===== src/rtl/mult_useq_pkg.sv =====
// ---------------------------------------------------------------------------
// mult_pkg
// Shared definitions for the iterative multiplier:
//   - state_t : 2-bit FSM encoding (IDLE=0, RUN=1, DONE=2)
//   - clog2() : width of a counter able to index 0..value-1 (minimum 1 bit)
// ---------------------------------------------------------------------------
package mult_pkg;

    typedef enum logic [1:0] {
        ST_IDLE = 2'd0,
        ST_RUN  = 2'd1,
        ST_DONE = 2'd2
    } state_t;

    // Number of bits needed to index 0..value-1; never less than one bit.
    function automatic int clog2(input int value);
        int width;
        width = 1;
        for (int i = 1; i < 31; i++) begin
            if ((32'd1 << i) < value) begin
                width = i + 1;
            end else begin
                width = width;
            end
        end
        return width;
    endfunction

endpackage


===== src/rtl/mult_useq.sv =====
// ---------------------------------------------------------------------------
// mult_useq
// Radix-2 shift-add multiplier: unsigned WA-bit A times WB-bit B, where B is
// unsigned or two's complement per operation. One partial product per clock,
// WB RUN cycles, then a one-cycle DONE pulse with the product.
//
// Ports
//   clk      : clock, all state changes on the rising edge
//   rst      : synchronous active-high reset
//   start    : request, sampled only in IDLE or DONE
//   a        : WA-bit multiplicand (unsigned)
//   b        : WB-bit multiplier
//   b_signed : 1 = b is two's complement for this operation
//   busy     : high during the WB RUN cycles
//   done     : one-cycle pulse, result valid from this cycle
//   result   : WA+WB-bit product, held until the next done
// ---------------------------------------------------------------------------
module mult_useq
    import mult_pkg::*;
#(
    parameter int WA = 8,
    parameter int WB = 8
) (
    input  logic             clk,
    input  logic             rst,
    input  logic             start,
    input  logic [WA-1:0]    a,
    input  logic [WB-1:0]    b,
    input  logic             b_signed,
    output logic             busy,
    output logic             done,
    output logic [WA+WB-1:0] result
);

    localparam int WR = WA + WB;
    localparam int CW = clog2(WB);

    state_t          state_q, state_d;
    logic [WA-1:0]   a_q, a_d;
    logic [WB-1:0]   b_q, b_d;
    logic            sgn_q, sgn_d;
    logic [WR-1:0]   acc_q, acc_d;
    logic [CW-1:0]   cnt_q, cnt_d;
    logic [WR-1:0]   result_q, result_d;
    logic            busy_q, busy_d;
    logic            done_q, done_d;

    logic [WR-1:0]   addend_s;
    logic            last_s;

    // Partial product for the current bit position and last-bit detect.
    always_comb begin
        addend_s = {{WB{1'b0}}, a_q} << cnt_q;
        last_s   = (cnt_q == CW'(WB - 1));
    end

    // Next-state, datapath and output decode.
    always_comb begin
        state_d  = state_q;
        a_d      = a_q;
        b_d      = b_q;
        sgn_d    = sgn_q;
        acc_d    = acc_q;
        cnt_d    = cnt_q;
        result_d = result_q;

        case (state_q)
            ST_IDLE, ST_DONE: begin
                if (start) begin
                    a_d     = a;
                    b_d     = b;
                    sgn_d   = b_signed;
                    acc_d   = {WR{1'b0}};
                    cnt_d   = {CW{1'b0}};
                    state_d = ST_RUN;
                end else begin
                    state_d = ST_IDLE;
                end
            end
            ST_RUN: begin
                // The MSB of a signed multiplier has weight -2^(WB-1), so the
                // final partial product is subtracted in signed mode.
                if (b_q[cnt_q]) begin
                    if (last_s && sgn_q) begin
                        acc_d = acc_q - addend_s;
                    end else begin
                        acc_d = acc_q + addend_s;
                    end
                end else begin
                    acc_d = acc_q;
                end
                cnt_d = cnt_q + CW'(1'b1);
                if (last_s) begin
                    result_d = acc_d;
                    state_d  = ST_DONE;
                end else begin
                    state_d  = ST_RUN;
                end
            end
            default: begin
                state_d = ST_IDLE;
            end
        endcase

        busy_d = (state_d == ST_RUN);
        done_d = (state_d == ST_DONE);
    end

    // State, operand, accumulator and output registers.
    always_ff @(posedge clk) begin
        if (rst) begin
            state_q  <= ST_IDLE;
            a_q      <= {WA{1'b0}};
            b_q      <= {WB{1'b0}};
            sgn_q    <= 1'b0;
            acc_q    <= {WR{1'b0}};
            cnt_q    <= {CW{1'b0}};
            result_q <= {WR{1'b0}};
            busy_q   <= 1'b0;
            done_q   <= 1'b0;
        end else begin
            state_q  <= state_d;
            a_q      <= a_d;
            b_q      <= b_d;
            sgn_q    <= sgn_d;
            acc_q    <= acc_d;
            cnt_q    <= cnt_d;
            result_q <= result_d;
            busy_q   <= busy_d;
            done_q   <= done_d;
        end
    end

    assign busy   = busy_q;
    assign done   = done_q;
    assign result = result_q;

endmodule


===== config.mk =====
export PLATFORM = sky130hd
export DESIGN_NAME = mult_useq
export DESIGN_NICKNAME = d
export VERILOG_FILES = /design/src/rtl/mult_useq_pkg.sv /design/src/rtl/mult_useq.sv
export SDC_FILE = /design/constraint.sdc
export NUM_CORES = 1
export LEC_CHECK = 0
export ABC_AREA = 1
export BUFFER_PORTS_ARGS = -buffer_cell sky130_fd_sc_hd__buf_2
export CAP_MARGIN = 20
export CORE_ASPECT_RATIO = 2
export CORE_MARGIN = 2
export CORE_UTILIZATION = 50
export CTS_BUF_LIST = sky130_fd_sc_hd__clkbuf_8
export CTS_CLUSTER_DIAMETER = 60
export DETAILED_ROUTE_END_ITERATION = 12
export MAX_ROUTING_LAYER = met4
export PLACE_DENSITY_LB_ADDON = 0.2
export SLEW_MARGIN = 20
export SYNTH_ARGS = -nofsm -noshare
export SYNTH_HDL_FRONTEND = slang
export SYNTH_SLANG_ARGS = --single-unit

===== constraint.sdc =====
create_clock -name clk -period 6.4 [get_ports clk]
set_input_delay 1.28 -clock clk [delete_from_list [all_inputs] [get_ports clk]]
set_output_delay 1.28 -clock clk [all_outputs]
set_load 0.02 [all_outputs]

==> flow_metrics.py <==
metrics = {
    "status": {
        "status": "finished, final reports clean",
    },
    "worst_hold_path": {
        "min-delay-path-class": "flop to flop",
        "hold_start": "b_q[0]$_SDFFE_PP0P_",
    },
    "timing": {
        "drv_slew": 0,
        "setup_viol": 0,
        "rsz0062_at_grt": "no",
        "period_minus_slack_ns": 4.13,
        "fmax_mhz": 242,
        "clock_skew_ns": 0.00790,
        "report.final.hold_viol_count": 0,
        "setup_tns_ns": 0,
        "period_share_pct": 64.6,
        "worst_pin_slew_ns": 0.835,
        "max-slew-margin-rel_pct": 44.3,
    },
    "synthesis": {
        "synth_area_um2": 3680,
        "yosys.cell_count.top_type": "nand2_1",
        "yosysSeqAreaShare_pct": 30.5,
        "syn_inst": 547,
        "postSynthNetCount": 586,
        "async_reset_ff_share_pct": 0,
        "yosys-top-cells-count": "nand2_1 (133), nor2_1 (57), dfxtp_1 (56)",
        "synth_enable_flop_cells": 0,
        "ys_types": 43,
        "synth.area.top_cells": "dfxtp_1 (30%), nand2_1 (14%), nand3_1 (6.7%)",
        "ys_seq_elements": 56,
        "synth_area_per_cell_um2": 6.73,
        "ys.warnings.count": 0,
        "yosys_most_used_dff": "dfxtp_1",
        "synth_top_area_share_pct": 30.5,
        "synth_area_leader_cell": "dfxtp_1",
    },
    "place": {
        "port-buffer-count": 37,
        "dpl_cell_area_um2": 3870,
        "dp_cells": 657,
        "place.gp.congestion": 1.02,
        "hpwl_um": 7520,
    },
    "clocking": {
        "clock_latency_ns": 0.33,
        "clockRootBuffer": "clkbuf_8",
        "hold_buffers": 0,
        "path_clk_slew_ns": 0.11,
        "numCtsBuffers": 5,
        "cts_resized": 0,
        "cts_max_level": 2,
        "cts_tree": "built",
        "clockBufferDepth": 2,
        "clock_sinks": 56,
        "post-cts-setup-buffer-count": 0,
    },
    "floorplan": {
        "boundaryPins": 38,
        "dieWidth_um": 64.7,
        "fp.coreArea_um2": 7210,
        "row_count": 44,
        "die_area_um2": 8110,
        "fp.dieH_um": 125,
        "initial_core_util_pct": 51.0,
    },
    "global_route": {
        "grt_pass1_wl_um": 15600,
        "use_met2_pct": 47.1,
        "grt-ovfl-total": 0,
        "top_usage_layer": "met2",
        "antenna_found_initial": 0,
        "grt_util_met3_pct": 3.15,
        "grt_max_degree": 35,
        "grt_pass1_vias": 3532,
        "grt_use_met1_pct": 22.3,
        "grt_usage_pct": 25.0,
    },
    "final_layout": {
        "final_util_pct": 54.9,
        "multi_input_area_um2": 2270,
        "drive_above_1_share_pct": 13.8,
        "nets": 611,
        "design_area_um2": 3960,
        "layout.cells.non_filler": 665,
        "area_growth_pct": 7.61,
        "diodes": 0,
        "regArea_um2": 1120,
        "fillers": 743,
    },
    "critical_path": {
        "cp_max_fo": 18,
        "reg2reg_from": "cnt_q[0]$_SDFFE_PP0P_",
        "slowest_stage": "dfxtp_1",
        "cp-start-kind": "flop",
        "cp.arrival_ns": 4.37,
        "crit_path_end_kind": "flop",
        "crit_top_cell": "nand2_1",
        "worstSetupPathType": "flop to flop",
        "critical_path.max_stage_delay_ns": 0.80,
        "startpoint": "cnt_q[0]$_SDFFE_PP0P_",
        "cp.required_ns": 6.64,
    },
    "drt": {
        "dr.pass1.iters": 4,
        "postRouteAntennaNets": 0,
        "vias": 3591,
        "routed_wl_um": 9270,
        "routedWlPerCell_um": 13.9,
        "drt_iter0_drc": 171,
        "vias_per_cell": 5.40,
        "drc": 0,
    },
    "power_and_ir_drop": {
        "powerDensity_nw_per_um2": 225,
        "leakagePower_nw": 1.97,
        "max-vdd-ir-drop_mv": 0.197,
        "fin_total_pwr_w": 0.000892,
    },
    "run": {
        "maxCapViolCount": 0,
    },
}
where the power goes:
group	switching, W	total (W)	leakage (nW)	internal (W)
sequential	0.0000149	0.000379	0.456	0.000364
combinational	0.000201	0.000312	1.46	0.000111
clock	0.000125	0.000202	0.0497	0.0000769
flip-flops by register name, summed over array words and instances (netlist names):
register	cells
done	1
sgn_q	1
a_q	8
b_q	8
result	16
busy	1
state_q	2
acc_q	16
cnt_q	3
stage by stage:
stage                     worst slack (ns)  hold WS, ns
after CTS                             2.27        0.482
after global routing                  1.84        0.512
final                                 2.27        0.478
after detailed placement              2.29        0.465
after global placement                2.29        0.456
after floorplan                       3.33        0.425
cell families (layout without fill, tap and decap cells):
group | Yosys count | count (layout) | share of synthesized area (%)
compound gates | 113 | 113 | 17.3
simple gates | 278 | 278 | 34.0
buf+inv | 65 | 91 | 7.75
fa+ha+maj | 19 | 19 | 6.66
xor+xnor | 16 | 16 | 3.81
flops | 56 | 56 | 30.5
layer usage:
metal  part of all wire, %  up-vias  routed length (um)
met5                     0        -                   0
li1                      -     1860                   -
met2                    57       90                5240
met3                   2.9       40                 268
met1                    35     1601                3210
met4                   5.9        0                 548
placed cells by master, fill, tap and decap left out, types with 3 or more instances in the layout:
master    count
nand2_1     133
nor2_1       57
dfxtp_1      56
nand3_1      49
inv_1        41
a21oi_1      39
o21ai_0      38
buf_2        37
ha_1         18
nand2_2      11
xor2_1       11
nand3_2      10
o21ai_1      10
a31oi_1       7
xnor2_1       5
clkbuf_8      5
a21o_1        4
o21bai_1      4
or2_1         4
inv_2         3
nor2_2        3
nand4_1       3
worst paths after layout:
kind / slack (ns) / endpoint / cells past startpoint
min: 0.48 / b_q[0]$_SDFFE_PP0P_ / 2
max reg2reg: 2.27 / result[15]$_SDFFE_PP0P_ / 30
max: 2.27 / result[15]$_SDFFE_PP0P_ / 30
min reg2reg: 0.48 / b_q[0]$_SDFFE_PP0P_ / 2
area by class of cell:
| class | instances | share of cell area (%) |
|---|---|---|
| clock buffer | 5 | 1.74 |
| clock inverter | 3 | 0.442 |
| inverter | 45 | 4.33 |
| multi-input combinational | 426 | 57.4 |
| sequential | 56 | 28.3 |
| tap | 92 | 2.91 |
| timing repair buffer | 38 | 4.86 |
critical path: cells and delay by family (launching register included):
kind,cells,cell delay [ns]
adder cells (fa/ha/maj),2,0.54
flip-flops,1,0.80
buffers and inverters,6,0.44
AND/OR/NAND/NOR,22,2.22
(Power assumes the default switching activity.)
